$ cat src/rtl/digit_serial_adder.sv
// Digit-serial adder/subtractor: a WIDTH-bit operand pair is processed LSB-first,
// DIGIT bits per clock, through a DIGIT-bit ripple chain with the carry registered
// between digits. Valid/ready handshakes on both sides allow the consumer to stall.
module digit_serial_adder #(
  parameter int unsigned WIDTH = 16,
  parameter int unsigned DIGIT = 4
) (
  input  logic             clk,
  input  logic             rst,
  input  logic             in_valid,
  output logic             in_ready,
  input  logic [WIDTH-1:0] a,
  input  logic [WIDTH-1:0] b,
  input  logic             cin,
  input  logic             sub,
  output logic             out_valid,
  input  logic             out_ready,
  output logic [WIDTH-1:0] sum,
  output logic             cout,
  output logic             ovf
);

  if (DIGIT < 1 || DIGIT > WIDTH || (WIDTH % DIGIT) != 0) begin : g_bad_param
    $error("digit_serial_adder: DIGIT must divide WIDTH and satisfy 1 <= DIGIT <= WIDTH");
  end

  localparam int unsigned NDIG = (DIGIT == 0) ? 1 : WIDTH / DIGIT;
  localparam int unsigned CntW = (NDIG > 1) ? $clog2(NDIG) : 1;
  localparam logic [CntW-1:0] LastCnt = CntW'(NDIG - 1);

  typedef enum logic [1:0] {StIdle, StBusy, StDone} state_e;

  state_e           state_q, state_d;
  logic [CntW-1:0]  cnt_q, cnt_d;
  logic             carry_q, carry_d;
  logic [WIDTH-1:0] a_q, a_d;
  logic [WIDTH-1:0] b_q, b_d;
  logic [WIDTH-1:0] sum_q, sum_d;
  logic             cout_q, cout_d;
  logic             ovf_q, ovf_d;

  logic [DIGIT-1:0] a_dig, b_dig, dsum;
  logic [DIGIT:0]   c;
  int unsigned      base;

  // Ripple chain of full-adder cells over the current digit.
  always_comb begin
    base  = 32'(cnt_q) * DIGIT;
    a_dig = DIGIT'(a_q >> base);
    b_dig = DIGIT'(b_q >> base);
    c     = '0;
    dsum  = '0;
    c[0]  = carry_q;
    for (int i = 0; i < int'(DIGIT); i++) begin
      dsum[i] = a_dig[i] ^ b_dig[i] ^ c[i];
      c[i+1]  = (a_dig[i] & b_dig[i]) | (a_dig[i] & c[i]) | (b_dig[i] & c[i]);
    end
  end

  // Next-state logic for the handshake FSM and the datapath registers.
  always_comb begin
    state_d = state_q;
    cnt_d   = cnt_q;
    carry_d = carry_q;
    a_d     = a_q;
    b_d     = b_q;
    sum_d   = sum_q;
    cout_d  = cout_q;
    ovf_d   = ovf_q;
    unique case (state_q)
      StIdle: begin
        if (in_valid) begin
          a_d     = a;
          // Subtraction is a + ~b + 1; borrow-in removes that +1.
          b_d     = sub ? ~b : b;
          carry_d = cin ^ sub;
          cnt_d   = '0;
          state_d = StBusy;
        end
      end
      StBusy: begin
        sum_d[base +: DIGIT] = dsum;
        carry_d              = c[DIGIT];
        if (cnt_q == LastCnt) begin
          cout_d  = c[DIGIT];
          ovf_d   = c[DIGIT] ^ c[DIGIT-1];
          state_d = StDone;
        end else begin
          cnt_d = cnt_q + 1'b1;
        end
      end
      StDone: begin
        if (out_ready) state_d = StIdle;
      end
      default: state_d = StIdle;
    endcase
  end

  // State and datapath registers with asynchronous reset.
  always_ff @(posedge clk or posedge rst) begin
    if (rst) begin
      state_q <= StIdle;
      cnt_q   <= '0;
      carry_q <= 1'b0;
      a_q     <= '0;
      b_q     <= '0;
      sum_q   <= '0;
      cout_q  <= 1'b0;
      ovf_q   <= 1'b0;
    end else begin
      state_q <= state_d;
      cnt_q   <= cnt_d;
      carry_q <= carry_d;
      a_q     <= a_d;
      b_q     <= b_d;
      sum_q   <= sum_d;
      cout_q  <= cout_d;
      ovf_q   <= ovf_d;
    end
  end

  // Handshake outputs are decoded straight from state.
  always_comb begin
    in_ready  = (state_q == StIdle) && !rst;
    out_valid = (state_q == StDone);
    sum       = sum_q;
    cout      = cout_q;
    ovf       = ovf_q;
  end

endmodule

$ cat config.mk
export PLATFORM = sky130hd
export DESIGN_NAME = digit_serial_adder
export DESIGN_NICKNAME = d
export VERILOG_FILES = /design/src/rtl/digit_serial_adder.sv
export SDC_FILE = /design/constraint.sdc
export NUM_CORES = 1
export LEC_CHECK = 0
export ABC_CLOCK_PERIOD_IN_PS = 5300
export CAP_MARGIN = 20
export CORE_MARGIN = 2
export CORE_UTILIZATION = 40
export DETAILED_ROUTE_END_ITERATION = 7
export PLACE_DENSITY = 0.65
export REMOVE_ABC_BUFFERS = 1
export SETUP_SLACK_MARGIN = 0.05
export SKIP_CTS_REPAIR_TIMING = 1
export SLEW_MARGIN = 20
export SYNTH_ARGS = -nofsm -noshare
export SYNTH_HDL_FRONTEND = slang
export SYNTH_SLANG_ARGS = --single-unit
export TNS_END_PERCENT = 1
$ cat constraint.sdc
create_clock -name clk -period 5.3 [get_ports clk]
set_input_delay 1.06 -clock clk [delete_from_list [all_inputs] [get_ports clk]]
set_output_delay 1.06 -clock clk [all_outputs]
set_load 0.1 [all_outputs]
Word-level counts from Yosys, hierarchy flattened
Cells that the tools add are included.
- bitwise logic cells: 31
- eq/ne operators: 7
- shift-type cells: 4
- add/sub/neg operators: 2
- reduce and logical (&&, ||, !) cells: 9
- mux-type cells: 11
- operators by type and width (kind ; count):
    negation 4 -> 34 bit ; 1
    variable shift 4 x 34 -> 16 bit, first input constant ; 1
    variable part select 4 x 34 -> 16 bit ; 1
    right shift 16 x 4 -> 4 bit ; 2
    bitwise mux 16 bit ; 1
    two-way mux 16 bit ; 1
    inverter 16 bit ; 1
    bitwise AND 1 bit ; 12
    two-way mux 2 bit ; 5
    bitwise XOR 1 bit ; 10
    OR 1 bit ; 8
    inequality test 2 bit, second input constant ; 3
    case mux 2 bit (3 select lines) ; 1
    AND reduction 2 bit ; 3
    AND reduction 3 bit ; 2
    == test 2 bit, second input constant ; 2
    case mux 2 bit (2 select lines) ; 1
    adder 2 x 1 -> 2 bit, second input constant ; 1
    == test 2 x 1 -> 1 bit, second input constant ; 1
    logical NOT 2 bit ; 1
    inequality test 2 x 1 -> 1 bit, second input constant ; 1
    case mux 1 bit (2 select lines) ; 1
    nonzero test 2 bit ; 1
    logical AND 1 bit ; 1
    2 further kinds ; 2
- register bits: 55
- output and inout bits: 20
- input bits: 38
- word-level logic and storage cells: 72

Longest topological paths before layout
Gate-level depths: netlist of run 1.
- word-level depth: 14
- gate-level depth with buffers: 10
- mapped depth without buffers: 9

Worst setup path after synthesis of run 1
OpenSTA, ideal clock, no wires.
- kind: input-to-output
- start point: input rst
- end point: output in_ready
- buffers on the path: 0
- cell stages on the path: 1
- data arrival time: 3.087 ns
- slack: 1.153 ns
- path through: nor3_1
- longest elaborated chain between the ends: 2
- ends and longest elaborated chain (item ; line ; source):
    from (decl) ; 9 ; input logic rst,
    logical NOT 1 bit ; 124 ; in_ready = (state_q == StIdle) && !rst;
    logical AND 1 bit ; 124 ;
    to (decl) ; 11 ; output logic in_ready,
No other way between the ends.

Final worst setup path of run 1
Same ends and word-level chain as after synthesis.

==> run_results.csv, run 1 <==
group,metric,value,unit
timing,rsz0062_at_grt,"no",
hold_path,worstHoldStart,"sum[10]",
global_routing,grt_pass1_vias,1706,
layout,final_util,0.527,
placed_design,port_buffers,57,
synth,synth_edf_count,0,
timing,fmax,0.257,GHz
synth,synth_area,0.00270,mm²
worst_setup_path,startpoint,"rst",
global_routing,grt_pass1_wl,8340,µm
placed_design,post-dp-hpwl,3550,µm
layout,layout_commonest_cell,"clkdlybuf4s50_1",
detailed_routing,via_per_inst,5.18,
die,die_y,86.2,µm
detailed_routing,wl_met3,237,µm
die,ioPinCount,58,
clock_tree,root_buffer,"clkbuf_8",
worst_setup_path,required,4.24,ns
detailed_routing,wirelength_met1,2370,µm
layout,n_fill_cell,583,
synth,synth.distinct_cells,33,
clock_tree,htree_levels,2,
die,rows,29,
global_routing,grt_max_degree,56,
synth,yosysSeqAreaShare,0.509,
clock_tree,clk_pin_slew_worst_paths,0.09,ns
worst_setup_path,cp_data_arrival_time,2.84,ns
die,die_area,0.00743,mm²
detailed_routing,firstDrtPassIters,4,
detailed_routing,wl_met2,2320,µm
clock_tree,clockBufferDepth,2,
flow_run,drv_cap,0,
clock_tree,cts_tree,"yes",
global_routing,grt.overflow.total,0,
synth,syn-instance-count,213,
timing,finClkSkew,0.00763,ns
detailed_routing,drt-total-wl,5000,µm
layout,final_net_count,315,
timing,slew_headroom,0.347,
layout,layout-drive-gt1-share,0.154,
detailed_routing,routedWlPerCell,14.6,µm
worst_setup_path,cp-start-kind,"input port",
global_routing,grt_antenna_before_repair,0,
timing,tightestPinTransition,0.976,ns
synth,ys_warn_count,0,
timing,fin_crit,3.90,ns
clock_tree,cts_inserted_buffers,5,
placed_design,gp_congestion,0.760,
worst_setup_path,path_class,"input port to output pin",
clock_tree,clock_latency,0.31,ns
detailed_routing,postRouteAntennaNets,0,
layout,multi_input_area,0.00123,mm²
layout,regArea,0.00138,mm²
timing,final-hold-violation-count,0,
die,core,0.00646,mm²
outcome,outcome,"finished clean",
worst_setup_path,crit_fanout,2,
synth,avgSynthCellArea,12.7,µm²
clock_tree,cts_num_sinks,55,
timing,setup_viol_count_final,0,
die,die_x,86.2,µm
synth,async_reset_ff_frac,1.00,
die,start_util,0.419,
detailed_routing,drt_iter0_drc,87,
layout,area_growth_syn_to_layout,25.9,%
layout,diodes,0,
hold_path,hold_path.class,"flip-flop to flip-flop",
worst_setup_path,cp-end-kind,"output pin",
detailed_routing,num_vias,1776,
worst_setup_path,r2r-start,"cnt_q[0]",
timing,drv_slew,0,
timing,fin_tns_setup,0,ns
global_routing,track_usage,0.144,
synth,synth_seq_cells,55,
detailed_routing,drcViolationCount,0,
timing,fin_crit_sh,0.736,
detailed_routing,dr.max_layer_used,"met4",
synth,ys.flop_type,"dfrtp_1",
layout,final_cell_mix,"clkdlybuf4s50_1, dfrtp_1, nor2_1, mux2_2",
critical path, stage by stage:
cell and delay, ns:
clkdlybuf4s50_1 0.46, nor3_1 0.15, clkdlybuf4s50_1 1.16
Yosys cell counts, drive strengths merged (2+ instances only):
cell type / number / area, µm²
dfrtp: 55 / 1380
fa: 4 / 80.1
xor2: 2 / 17.5
clkbuf: 3 / 11.3
nor3: 3 / 25.0
a21oi: 16 / 80.1
xnor2: 16 / 140
o21ai: 3 / 15.0
nand2: 6 / 22.5
nand2b: 2 / 12.5
inv: 12 / 45.0
a22o: 15 / 131
nor2: 19 / 71.3
mux2: 18 / 203
o41ai: 2 / 17.5
ha: 6 / 75.1
buf: 8 / 47.5
nand3b: 6 / 65.1
mux4: 8 / 180
final cells by class:
class	count	area share
inverters	12	0.0140
clock inverters	1	0.00221
well taps	77	0.0283
multi-input cells	135	0.361
clock buffers	5	0.0202
repair buffers	58	0.170
flip-flops and latches	55	0.404
sequential cells by signal, summed over array words and instances (netlist names):
name     flops
b_q         16
cout         1
sum         16
a_q         16
ovf          1
carry_q      1
state_q      2
cnt_q        2
path summary, 6_finish.rpt:
path,to,slack [ns],cells after the start
setup / recovery,in_ready,1.40,3
hold / removal,sum[10],0.49,2
setup reg to reg,carry_q,1.86,9
hold reg to reg,sum[10],0.49,2
max in group asynchronous,b_q[7],3.63,2
min in group asynchronous,sum[2],1.24,2
through the flow:
step,instances,setup WS (ns),instance area (µm²),hold slack [ns]
after floorplan,202,1.15,2650,0.475
after global placement,337,1.46,3330,0.467
after detailed placement,337,1.41,3330,0.471
after CTS,343,1.40,3400,0.493
after global routing,343,1.33,3400,0.520
final,343,1.40,3400,0.490
routing by layer:
| layer | GRT usage | vias to the layer above |
|---|---|---|
| met4 | 0.0426 | 0 |
| li1 | - | 851 |
| met5 | 0 | - |
| met3 | 0.0305 | 6 |
| met1 | 0.205 | 870 |
| met2 | 0.224 | 49 |
logic make-up (layout without fill, tap and decap cells):
kind of cell             Yosys count  in the layout  share of synthesized area
buffers and inverters             23             76                     0.0384
flip-flops                        55             55                      0.509
AO/OA/AOI/OAI                     38             38                     0.0967
AND/OR/NAND/NOR                   42             42                     0.0949
multiplexers                      27             27                      0.145
XOR/XNOR                          18             18                     0.0583
adder cells (fa/ha/maj)           10             10                     0.0574
Power of run 1 is not shown: default switching activity piles up to over one toggle a cycle in this logic, so the estimate is an artifact.
==> run 2: changes to the inputs <==
--- a/config.mk
+++ b/config.mk
@@ -5,12 +5,12 @@
 export SDC_FILE = /design/constraint.sdc
 export NUM_CORES = 1
 export LEC_CHECK = 0
-export ABC_CLOCK_PERIOD_IN_PS = 5300
+export ABC_CLOCK_PERIOD_IN_PS = 3200
 export CAP_MARGIN = 20
 export CORE_MARGIN = 2
 export CORE_UTILIZATION = 40
 export DETAILED_ROUTE_END_ITERATION = 7
-export PLACE_DENSITY = 0.65
+export PLACE_DENSITY = 0.68
 export REMOVE_ABC_BUFFERS = 1
 export SETUP_SLACK_MARGIN = 0.05
 export SKIP_CTS_REPAIR_TIMING = 1
==> constraint.sdc (replaced) <==
create_clock -name clk -period 3.2 [get_ports clk]
set_input_delay 0.64 -clock clk [delete_from_list [all_inputs] [get_ports clk]]
set_output_delay 0.64 -clock clk [all_outputs]
set_load 0.1 [all_outputs]
==> run_results.csv, run 2 (same netlist as run 1, synthesis figures left out) <==
group,metric,value,unit
worst_setup_path,r2r_end,"carry_q",
die,start_util,0.419,
worst_setup_path,required,3.40,ns
worst_setup_path,path_class,"flip-flop to flip-flop",
detailed_routing,drt_iter0_drc,56,
placed_design,gp_congestion,0.765,
flow_run,drv_cap,0,
timing,final-hold-violation-count,0,
layout,area_growth_syn_to_layout,27.3,%
worst_setup_path,crit_path_end,"carry_q",
detailed_routing,drcViolationCount,0,
clock_tree,clockBufferDepth,2,
timing,fin_crit_sh,0.913,
timing,finClkSkew,0.00618,ns
global_routing,grt_pass1_vias,1782,
worst_setup_path,startpoint,"cnt_q[0]",
detailed_routing,postRouteAntennaNets,0,
layout,regArea,0.00138,mm²
timing,fin_tns_setup,0,ns
timing,drv_slew,0,
layout,n_fill_cell,608,
layout,multi_input_area,0.00123,mm²
hold_path,hold_path.class,"flip-flop to flip-flop",
global_routing,grt_max_degree,50,
worst_setup_path,cp-start-kind,"flip-flop",
layout,diodes,0,
layout,final_cell_mix,"dfrtp_1, clkdlybuf4s50_1, buf_4, nor2_1, mux2_2",
hold_path,worstHoldStart,"sum[10]",
worst_setup_path,crit_slowest_cell,"mux4_2",
layout,layout-drive-gt1-share,0.249,
clock_tree,root_buffer,"clkbuf_8",
clock_tree,cts_tree,"yes",
die,rows,29,
detailed_routing,num_vias,1766,
layout,layout_commonest_cell,"dfrtp_1",
die,die_area,0.00743,mm²
placed_design,post-dp-hpwl,4000,µm
clock_tree,htree_levels,2,
die,ioPinCount,58,
die,core,0.00646,mm²
worst_setup_path,cp-end-kind,"flip-flop",
detailed_routing,via_per_inst,5.05,
worst_setup_path,critPathMostFrequentCell,"fa_1",
timing,tightestPinTransition,0.591,ns
detailed_routing,drt-total-wl,5300,µm
clock_tree,clk_pin_slew_worst_paths,0.10,ns
worst_setup_path,r2r_cells,9,
placed_design,port_buffers,57,
worst_setup_path,cp_data_arrival_time,3.12,ns
worst_setup_path,r2r-start,"cnt_q[0]",
clock_tree,clock_latency,0.31,ns
layout,final_net_count,320,
timing,setup_viol_count_final,0,
die,die_y,86.2,µm
clock_tree,cts_num_sinks,55,
global_routing,grt.overflow.total,0,
timing,rsz0062_at_grt,"no",
timing,fin_crit,2.92,ns
global_routing,track_usage,0.152,
worst_setup_path,cp_cell_sequence,"mux4_2 -> fa_1 -> inv_1 -> fa_1 -> fa_1 -> inv_1 -> fa_1 -> and3b_1 -> a221o_1",
worst_setup_path,rrSetupSlack,0.28,ns
detailed_routing,firstDrtPassIters,4,
worst_setup_path,critPathMaxStageDelay,0.54,ns
timing,fmax,0.342,GHz
global_routing,grt_pass1_wl,8670,µm
timing,slew_headroom,0.606,
die,die_x,86.2,µm
outcome,outcome,"finished clean",
global_routing,grt_antenna_before_repair,0,
worst_setup_path,crit_fanout,4,
clock_tree,cts_inserted_buffers,5,
detailed_routing,routedWlPerCell,15.1,µm
layout,final_util,0.533,
-- run 2: cell count changes in the layout (fill, tap and decap cells not counted), sizes merged --
cell / delta
buf: +25
clkdlybuf4s50: -20
bufinv: +1
clkbuf: +1
clkinv: +1
clkinvlp: -1
-- run 2: cell type report --
class / instances / area share
Clock buffer: 6 / 0.0240
Clock inverter: 2 / 0.0102
Inverter: 12 / 0.0131
Multi-Input combinational cell: 135 / 0.357
Sequential cell: 55 / 0.400
Tap cell: 77 / 0.0280
Timing Repair Buffer: 63 / 0.168
-- run 2: critical path, delay by kind of cell (launching register included) --
family	cells	cell delay, ns
mux	1	0.54
compound gates	1	0.25
flops	1	0.45
fa+ha+maj	4	1.22
simple gates	1	0.21
buf+inv	2	0.14
-- run 2: worst min path at each step --
| stage | endpoint | slack, ns | cells past startpoint |
|---|---|---|---|
| after global placement | sum[2] | 0.47 | 2 |
| after CTS | sum[10] | 0.50 | 2 |
| final | sum[10] | 0.49 | 2 |
| after floorplan | a_q[10] | 0.48 | 1 |
| after detailed placement | sum[10] | 0.47 | 2 |
| after global routing | sum[9] | 0.52 | 1 |
-- run 2: through the flow --
step / cell area (µm²) / instances / worst slack, ns / hold WS (ns)
finish: 3440 / 350 / 0.279 / 0.490
global route: 3440 / 350 / 0.162 / 0.522
CTS: 3440 / 350 / 0.266 / 0.496
detailed placement: 3330 / 342 / 0.274 / 0.474
global placement: 3330 / 342 / 0.381 / 0.468
floorplan: 2650 / 202 / -0.107 / 0.475
-- run 2: metal layers --
metal  vias to the layer above  global-route usage  routed length [µm]
met4                         0              0.0611                 114
met3                        10              0.0276                 213
met2                        48               0.240                2550
met1                       847               0.209                2420
met5                         -                   0                   0
li1                        861                   -                   -
Power of run 2 is left out for the same reason.
